File: src/rtl/cache_line_fill_ctrl.sv
// Cache controller FSM: read hits, multi-beat line fills on read misses and
// write-through stores. Datapath muxes and the cache array live outside.
module cache_line_fill_ctrl #(
    parameter int WORDS_PER_LINE   = 4,
    parameter int IDX_W            = 2,
    parameter int WRITE_HIT_UPDATE = 1
) (
    input  logic             clk,
    input  logic             rst,
    input  logic             MemRead,
    input  logic             MemWrite,
    input  logic             HMbar,
    input  logic             MMDataReady,
    input  logic             MMWriteDone,
    output logic             MMRead,
    output logic             MMWrite,
    output logic             CacheWrite,
    output logic [IDX_W-1:0] WordIdx,
    output logic             DataSelect,
    output logic             DataReadySel,
    output logic             Busy
);

    typedef enum logic [1:0] {
        IDLE          = 2'd0,
        FILL          = 2'd1,
        RESPOND       = 2'd2,
        WRITE_THROUGH = 2'd3
    } state_t;

    localparam logic [IDX_W-1:0] LAST_IDX = IDX_W'(WORDS_PER_LINE - 1);
    localparam logic             HIT_UPD  = (WRITE_HIT_UPDATE != 0);

    state_t           state_r;
    state_t           nextState_s;
    logic [IDX_W-1:0] count_r;
    logic [IDX_W-1:0] nextCount_s;
    logic             hitFlag_r;
    logic             nextHitFlag_s;

    // State, fill counter and captured write-hit flag.
    always_ff @(posedge clk or negedge rst) begin
        if (!rst) begin
            state_r   <= IDLE;
            count_r   <= '0;
            hitFlag_r <= 1'b0;
        end else begin
            state_r   <= nextState_s;
            count_r   <= nextCount_s;
            hitFlag_r <= nextHitFlag_s;
        end
    end

    // Next-state logic and output decode.
    always_comb begin
        nextState_s   = state_r;
        nextCount_s   = count_r;
        nextHitFlag_s = hitFlag_r;
        MMRead        = 1'b0;
        MMWrite       = 1'b0;
        CacheWrite    = 1'b0;
        DataSelect    = 1'b0;
        DataReadySel  = 1'b0;
        case (state_r)
            IDLE: begin
                if (MemRead) begin
                    // Read wins over a simultaneous write; a hit answers with zero latency.
                    if (HMbar) begin
                        DataReadySel = rst;
                    end else begin
                        nextState_s = FILL;
                        nextCount_s = '0;
                    end
                end else if (MemWrite) begin
                    nextState_s   = WRITE_THROUGH;
                    nextHitFlag_s = HMbar;
                end else begin
                    nextState_s = IDLE;
                end
            end
            FILL: begin
                MMRead     = 1'b1;
                DataSelect = 1'b1;
                CacheWrite = MMDataReady;
                if (MMDataReady) begin
                    if (count_r == LAST_IDX) begin
                        nextState_s = RESPOND;
                        nextCount_s = '0;
                    end else begin
                        nextCount_s = count_r + IDX_W'(1);
                    end
                end else begin
                    nextCount_s = count_r;
                end
            end
            RESPOND: begin
                DataReadySel = 1'b1;
                DataSelect   = 1'b1;
                nextState_s  = IDLE;
            end
            WRITE_THROUGH: begin
                MMWrite       = 1'b1;
                // Hit flag is consumed on the first cycle so the cache word is written once.
                CacheWrite    = hitFlag_r & HIT_UPD;
                nextHitFlag_s = 1'b0;
                if (MMWriteDone) begin
                    DataReadySel = 1'b1;
                    nextState_s  = IDLE;
                end else begin
                    nextState_s = WRITE_THROUGH;
                end
            end
            default: begin
                nextState_s   = IDLE;
                nextCount_s   = '0;
                nextHitFlag_s = 1'b0;
            end
        endcase
    end

    assign WordIdx = count_r;
    assign Busy    = (state_r != IDLE);

endmodule

File: config.mk
export PLATFORM = sky130hd
export DESIGN_NAME = cache_line_fill_ctrl
export DESIGN_NICKNAME = d
export VERILOG_FILES = /design/src/rtl/cache_line_fill_ctrl.sv
export SDC_FILE = /design/constraint.sdc
export NUM_CORES = 1
export LEC_CHECK = 0
export ABC_AREA = 1
export CAP_MARGIN = 20
export CORE_AREA = 2 2 39 41
export CTS_BUF_LIST = sky130_fd_sc_hd__clkbuf_4 sky130_fd_sc_hd__clkbuf_8
export CTS_CLUSTER_DIAMETER = 60
export CTS_CLUSTER_SIZE = 25
export DETAILED_ROUTE_END_ITERATION = 8
export DIE_AREA = 0 0 41 43
export PLACE_DENSITY_LB_ADDON = 0.08
export SETUP_SLACK_MARGIN = 0.1
export SLEW_MARGIN = 20
export SYNTH_ARGS = -nofsm -noshare
export SYNTH_HDL_FRONTEND = slang
export SYNTH_SLANG_ARGS = --single-unit
File: constraint.sdc
create_clock -name clk -period 1.6 [get_ports clk]
set_input_delay 0.24 -clock clk [delete_from_list [all_inputs] [get_ports clk]]
set_output_delay 0.24 -clock clk [all_outputs]
set_load 0.02 [all_outputs]
## Word level (Yosys, flattened, before mapping)

Cells that the tools add are included.

- Add/sub/neg operators: 1
- Multipliers: 0
- Div/mod/pow operators: 0
- Magnitude comparators: 0
- Equal/unequal tests: 11
- Shifts and indexed selects: 0
- Mux-type cells: 23
- Bitwise gates (word level): 0
- Reductions and logical operators: 8

Operators with widths:

| cell | count |
|---|---|
| 2-bit two-way mux | 10 |
| 2-bit != test, second input constant | 6 |
| 1-bit two-way mux | 8 |
| 2-bit case mux with 4 select lines | 1 |
| 2-bit equality test, second input constant | 3 |
| 3-bit AND reduction | 2 |
| 2-bit nonzero test | 3 |
| 1-bit case mux with 2 select lines | 2 |
| 2-bit case mux with 2 select lines | 1 |
| 4-bit AND reduction | 1 |
| 3-bit != test, second input constant | 1 |
| 1-bit case mux with 3 select lines | 1 |
| 2-bit by 1-bit adder with 2-bit output, second input constant | 1 |
| 2-bit by 1-bit equality test with 1-bit output, second input constant | 1 |
| 2-bit logical NOT | 1 |
| 2-bit OR reduction | 1 |

- Bits in registers: 5
- Bits in latches: 0
- Memory bits (writable): 0
- Memory bits (read-only): 0
- Input bits: 7
- Output and inout port bits: 8
- Word-level logic and storage cells: 46
- Memories kept: 0

## Longest topological paths before layout

Gate-level depths: netlist (run 1).

- Depth after elaboration: 4
- Depth in mapped cells: 8
- Mapped depth without buffers: 8

## Least setup slack after synthesis (run 1)

OpenSTA, ideal clock, no wires.

- Path type: reg-to-output
- From: register state_r[0]
- To: output port CacheWrite
- Arrival: 1,316 ps
- Required time: 1,360 ps
- Slack: 44 ps
- Cell stages (with the launch flop): 4
- Path buffers: 0
- Cell sequence: dfrtp_1 > ha_1 > nor2_1 > o21ai_0

- Longest elaborated chain between the ends: 2
- Elaborated cells on any way between the ends: 3
- Classes of those cells: eq/ne (2); mux (1)

Ends and longest elaborated chain:

| what | line | source |
|---|---|---|
| start: declaration | 34 | `state_t state_r;` |
| start signal: assignment | 48 | `state_r <= nextState_s;` |
| 2-bit equality test / 2-bit by 1-bit equality test with 1-bit output (equally long branches) | 64 | `case (state_r)` |
| 1-bit case mux with 2 select lines * | 64 |  |
| end: declaration | 17 | `output logic CacheWrite,` |

Mark *: on every way between the ends. The rest lies on a longest branch, timed or not.

## Worst setup path in the final report (run 1)

- From: register state_r[1]
- To: output port DataReadySel

- Longest elaborated chain between the ends: 2
- Elaborated cells on any way between the ends: 4
- Classes of those cells: eq/ne (2); mux (1); reduce/logical (1)

Ends and longest elaborated chain:

| what | line | source |
|---|---|---|
| 2-bit equality test / 2-bit logical NOT (equally long branches) | 64 |  |
| 1-bit case mux with 3 select lines * | 64 |  |
| end: declaration | 20 | `output logic DataReadySel,` |

Marks and branches as above.

==> impl_metrics.py, run 1 <==
metrics = {
    "critical_path": {
        "crit_start": "state_r[1]$_DFFE_PN0P_",
        "cp-endpoint": "DataReadySel",
        "reg2reg_slack_ps": 160,
        "worstSetupStartpointType": "flip-flop",
        "timing.rr.end": "WordIdx[0]$_DFFE_PN0P_",
        "path_max_fanout": 3,
        "critPathKind": "flip-flop to primary output",
        "end_kind": "primary output",
        "arrival_ps": 1350,
        "rr_startpoint": "state_r[0]$_DFFE_PN0P_",
        "reg2reg_depth": 10,
        "required_ps": 1360,
    },
    "pwr": {
        "power_mw": 1.627,
        "irDropWorstVdd_uv": 1013,
        "p_seq_share_pct": 13.8,
        "clkPwrFrac_pct": 10.0,
        "intPower_mw": 0.8857,
        "swShare_pct": 45.58,
        "power.leakage_nw": 0.4991,
        "powerDensity_nw_per_um2": 1858,
        "power.switching_mw": 0.7416,
        "p_comb_share_pct": 76.2,
    },
    "route": {
        "drc_errors": 0,
        "m1WireLength_um": 605,
        "wl_met3_um": 38,
        "viasPerCell": 4.472,
        "routed_wl_um": 1388,
        "vias": 568,
        "drt-initial-drc-count": 9,
        "ant_nets": 0,
        "drt_first_pass_iters": 4,
        "met2WireLength_um": 744,
        "wl_per_cell_um": 10.93,
        "highest_layer": "met3",
    },
    "clocking": {
        "clock-root-buffer": "clkbuf_4",
        "cts_buffers": 3,
        "max-clock-path-buffers": 2,
        "cts_num_sinks": 5,
        "clk_pin_slew_worst_paths_ps": 50,
        "insertion_delay_ps": 240,
        "htreeDepth": 1,
        "cts_tree": "built",
    },
    "global_routing": {
        "grt_pass1_wl_um": 2277,
        "antenna_found_initial": 0,
        "grt_overflow": 0,
        "grt_pass1_vias": 552,
        "grt_usage_pct": 18.97,
        "grt_max_degree": 7,
    },
    "finish": {
        "num-nets-final": 127,
        "utilization_pct": 63.29,
        "n_antenna_cell": 0,
        "drive_above_1_share_pct": 37.84,
        "final_common_cell": "nand2_1",
        "nFillCells": 129,
        "area_delta_synth_final_pct": 78.12,
        "final_cell_mix": "29 x nand2_1, 17 x buf_4, 9 x inv_1",
    },
    "logic_synthesis": {
        "syn_inst": 78,
        "netlist_area_sq_um": 491.7,
        "synth_cell_types": 11,
        "synth_nets": 93,
        "seq_area_frac_synth_pct": 25.45,
        "syn_avg_cell_area_sq_um": 6.304,
        "yosys_warnings": 0,
        "ys_ff_latch": 5,
    },
    "timing": {
        "fin_ws_ps": 8.842,
        "fmax_ghz": 0.6285,
        "worst_pin_slew_ps": 222.1,
        "maxSlewViolCount": 0,
        "setup_viol": 0,
        "max-slew-margin-rel_pct": 85.17,
        "period_minus_slack_ps": 1591,
        "final.setup_skew_ps": 3.436,
        "fin_crit_sh_pct": 99.45,
        "whs_ps": 327.1,
        "finalHoldViolCount": 0,
        "rsz0062_at_grt": "true",
    },
    "run_status": {
        "status": "completed",
    },
    "flow_run": {
        "maxCapViolCount": 0,
    },
    "floorplan": {
        "die_area_sq_um": 1763,
        "core_area_sq_um": 1384,
        "rows": 14,
        "start_util_pct": 35.53,
        "pin_count": 15,
        "fp.dieW_um": 41,
        "die_h_um": 43,
    },
    "placement": {
        "gp_congestion": 0.8868,
        "dpl.hpwl_um": 1138,
        "dpl_worst_slack_ps": -325.4,
        "io_buffers": 14,
    },
    "hold_path": {
        "hp-class": "primary input to asynchronous set/reset pin",
    },
}
==> cell usage after synthesis <==
library cell | number | area, sq um
nand2_1 | 30 | 112.6
a21oi_2 | 1 | 8.760
ha_1 | 8 | 100.1
nor2_1 | 7 | 26.28
dfrtp_1 | 5 | 125.1
nor2_2 | 1 | 6.260
a21oi_1 | 1 | 5.000
o21ai_0 | 3 | 15.01
nor3_1 | 1 | 5.000
inv_1 | 14 | 52.55
nand3_1 | 7 | 35.03
==> stage by stage <==
step | TNS [ps] | instance area, sq um | instances
after floorplan | 0 | 491.7 | 78
after global routing | -101.4 | 875.8 | 127
after CTS | 0 | 822.0 | 126
after global placement | -848.5 | 757.0 | 122
after detailed placement | -855.2 | 757.0 | 122
final | 0 | 875.8 | 127
==> area by class of cell <==
cell class                 count  area [sq um]  area share [%]
clock buffer                   4         30.03           3.429
inverter                      14         52.55           6.000
multi-input combinational     59         390.4           44.57
sequential                     5         125.1           14.29
tap                           16         20.02           2.286
timing repair buffer          29         257.7           29.43
==> worst min path at each step <==
stage / cells after the start / startpoint / slack [ps] / end
finish: 2 / rst / 330 / state_r[1]$_DFFE_PN0P_
global route: 2 / rst / 350 / state_r[1]$_DFFE_PN0P_
CTS: 2 / rst / 320 / state_r[1]$_DFFE_PN0P_
detailed placement: 2 / hitFlag_r$_DFFE_PN0P_ / 480 / hitFlag_r$_DFFE_PN0P_
global placement: 2 / hitFlag_r$_DFFE_PN0P_ / 490 / hitFlag_r$_DFFE_PN0P_
floorplan: 0 / rst / -60 / WordIdx[0]$_DFFE_PN0P_
==> cell families (layout without fill, tap and decap cells) <==
kind of cell / count (synthesis) / count (layout) / share of synthesized area [%]
AOI/OAI and AO/OA: 5 / 5 / 5.851
adders and majority gates: 8 / 8 / 20.36
buffers and inverters: 14 / 47 / 10.69
DFF: 5 / 5 / 25.45
and+or+nand+nor: 46 / 46 / 37.66
==> per-layer routing <==
| layer | up-vias | global-route usage, % |
|---|---|---|
| met5 | - | 0 |
| met4 | 0 | 6.000 |
| met3 | 0 | 0 |
| met2 | 13 | 34.06 |
| met1 | 253 | 22.88 |
| li1 | 302 | - |
==> power by group through the flow <==
stage / Combinational [mW] / Sequential [mW] / Clock (mW)
3_5_place_dp: 1.08 / 0.219 / 0
4_1_cts: 1.15 / 0.226 / 0.169
3_3_place_gp: 1.05 / 0.221 / 0
2_1_floorplan: 0.545 / 0.255 / 0
5_1_grt: 1.36 / 0.230 / 0.173
6_report: 1.24 / 0.225 / 0.163
==> worst max-delay path, cell delays in order (launching register included) <==
cell	delay, ps
dfrtp_1	400
inv_2	100
ha_4	150
nand3_4	70
inv_2	70
nand2_2	50
a21oi_2	120
buf_4	140
==> flip-flops by register name, indices dropped and copies added (netlist names) <==
register and flops:
WordIdx 2, hitFlag_r 1, state_r 2
==> what timing repair did <==
item,CTS,global route
hold endpoints to repair,0,0
setup buffers,0,1
pin swaps,1,5
hold buffers,0,0
resized for setup,45,10
endpoints found under the setup margin,6,12
(Power assumes the default switching activity.)
==> inputs of run 2 (changes only) <==
ABC_AREA = not set   (was 1)
==> impl_metrics.py, run 2 <==
metrics = {
    "pwr": {
        "powerDensity_nw_per_um2": 1906,
        "irDropWorstVdd_uv": 1072,
        "power.leakage_nw": 0.4385,
    },
    "timing": {
        "fin_setup_tns_ps": -4.401,
        "finalHoldViolCount": 0,
        "rsz0062_at_grt": "true",
        "fin_crit_sh_pct": 100.3,
        "max-slew-margin-rel_pct": 85.04,
        "maxSlewViolCount": 0,
        "period_minus_slack_ps": 1604,
        "final.setup_skew_ps": 4.128,
        "worst_pin_slew_ps": 224.0,
        "whs_ps": 332.0,
        "fin_ws_ps": -4.401,
        "fmax_ghz": 0.6233,
        "setup_viol": 1,
    },
    "critical_path": {
        "critPathKind": "flip-flop to flip-flop",
        "worstSetupStartpointType": "flip-flop",
        "end_kind": "flip-flop",
        "worst-path-buf-inv": 2,
        "reg2reg_slack_ps": -4,
        "crit_slowest_cell": "dfrtp_2",
        "cp_num_cells": 6,
        "critical_path.top_delay_family": "simple AND/OR/NAND/NOR gates",
        "rr_startpoint": "state_r[0]$_DFFE_PN0P_",
        "path_max_fanout": 6,
        "cp_cell_sequence": "inv_4, buf_6, ha_4, or2b_4, o211ai_2, or3b_1",
        "reg2reg_depth": 6,
        "max_stage_delay_ps": 450,
        "crit_start": "state_r[0]$_DFFE_PN0P_",
        "arrival_ps": 1710,
        "required_ps": 1710,
    },
    "route": {
        "routed_wl_um": 1279,
        "drt-initial-drc-count": 4,
        "ant_nets": 0,
        "wl_per_cell_um": 12.07,
        "vias": 524,
        "drc_errors": 0,
        "viasPerCell": 4.943,
        "drt_first_pass_iters": 4,
    },
    "run_status": {
        "violations": "negative setup slack",
        "status": "finished, violations left",
    },
    "logic_synthesis": {
        "synthArstFlopShare_pct": 100.0,
        "ys_top_cells_by_area": "dfrtp_1 25%, ha_1 20%, nand2b_1 5.0%",
        "syn_inst": 55,
        "synth_edf_count": 0,
        "synth_flop_cell": "dfrtp_1",
        "yosys_warnings": 0,
        "synthTopCellsByCount": "8 x ha_1, 5 x dfrtp_1, 5 x inv_1",
        "synth_top_cell_by_area": "dfrtp_1",
        "netlist_area_sq_um": 499.2,
        "synth_nets": 70,
        "seq_area_frac_synth_pct": 25.06,
        "syn_avg_cell_area_sq_um": 9.077,
        "yosys.area.top_type_share_pct": 25.06,
        "synth_cell_types": 26,
        "ys_ff_latch": 5,
        "yosysMostFrequentCell": "ha_1",
    },
    "clocking": {
        "cts_buffers": 3,
        "insertion_delay_ps": 240,
        "clk_pin_slew_worst_paths_ps": 40,
        "htreeDepth": 1,
        "hold_buffers": 0,
        "cts_num_sinks": 5,
        "max-clock-path-buffers": 2,
        "cts_tree": "built",
        "clock-root-buffer": "clkbuf_4",
    },
    "global_routing": {
        "grt_max_degree": 9,
        "grt_usage_pct": 15.50,
        "grt_overflow": 0,
        "antenna_found_initial": 0,
        "grt_pass1_vias": 478,
        "grt_pass1_wl_um": 1856,
    },
    "finish": {
        "n_antenna_cell": 0,
        "final_cell_mix": "16 x buf_4, 7 x clkdlybuf4s50_1, 7 x buf_6",
        "final_common_cell": "buf_4",
        "stdcell_count": 106,
        "num-nets-final": 106,
        "utilization_pct": 67.09,
        "area_delta_synth_final_pct": 85.96,
        "drive_above_1_share_pct": 58.89,
    },
    "hold_path": {
        "hp-class": "primary input to asynchronous set/reset pin",
    },
    "floorplan": {
        "fp.dieW_um": 41,
        "rows": 14,
        "die_h_um": 43,
        "core_area_sq_um": 1384,
        "start_util_pct": 36.08,
        "die_area_sq_um": 1763,
        "pin_count": 15,
    },
    "placement": {
        "gp_congestion": 0.7262,
        "io_buffers": 14,
        "dpl.hpwl_um": 948,
        "dpl_worst_slack_ps": -239.0,
        "post-place-cells": 99,
    },
    "flow_run": {
        "maxCapViolCount": 0,
    },
}
-- run 2: logic make-up after synthesis --
logic type,Yosys count,share of synthesized area (%)
simple gates,21,26.06
buf+inv,6,6.015
fa+ha+maj,8,20.05
compound gates,13,18.55
mux,2,4.261
flops,5,25.06
-- run 2: repair_timing --
item                                    in CTS  in global routing
buffers inserted                             2                  1
endpoints found under the setup margin      10                 11
pin swaps                                    3                  5
resized for setup                           37                 20
gates cloned                                 0                  0
-- run 2: power by group --
part | internal, mW | switching, mW | leakage, nW
Sequential | 0.182 | 0.0580 | 0.0631
Clock | 0.111 | 0.0475 | 0.0184
Combinational | 0.736 | 0.634 | 0.357
-- run 2: area by class of cell --
class                      count  area, sq um
timing repair buffer          32        286.5
multi-input combinational     44        444.2
fill                         118        455.4
tap                           16        20.02
sequential                     5        126.4
inverter                       5        21.27
clock buffer                   4        30.03
-- run 2: per-stage QoR --
step	instance area, sq um	power (mW)
2_1_floorplan	504.2	0.8715
3_3_place_gp	765.7	1.350
3_5_place_dp	765.7	1.351
4_1_cts	838.3	1.603
5_1_grt	928.4	1.902
6_report	928.4	1.769
-- run 2: path summary, 6_finish.rpt --
check                                    endpoint
setup / recovery           WordIdx[1]$_DFFE_PN0P_
hold / removal              hitFlag_r$_DFFE_PN0P_
setup reg to reg           WordIdx[1]$_DFFE_PN0P_
hold reg to reg            WordIdx[0]$_DFFE_PN0P_
max in group asynchronous  state_r[0]$_DFFE_PN0P_
min in group clk           WordIdx[0]$_DFFE_PN0P_
-- run 2: per-layer routing --
| metal | up-vias | global-route usage (%) | share of wire, % |
|---|---|---|---|
| li1 | 270 | - | - |
| met4 | 0 | 6.000 | 0 |
| met1 | 245 | 20.86 | 47 |
| met5 | - | 0 | 0 |
| met2 | 9 | 23.44 | 49 |
| met3 | 0 | 3.141 | 3.4 |
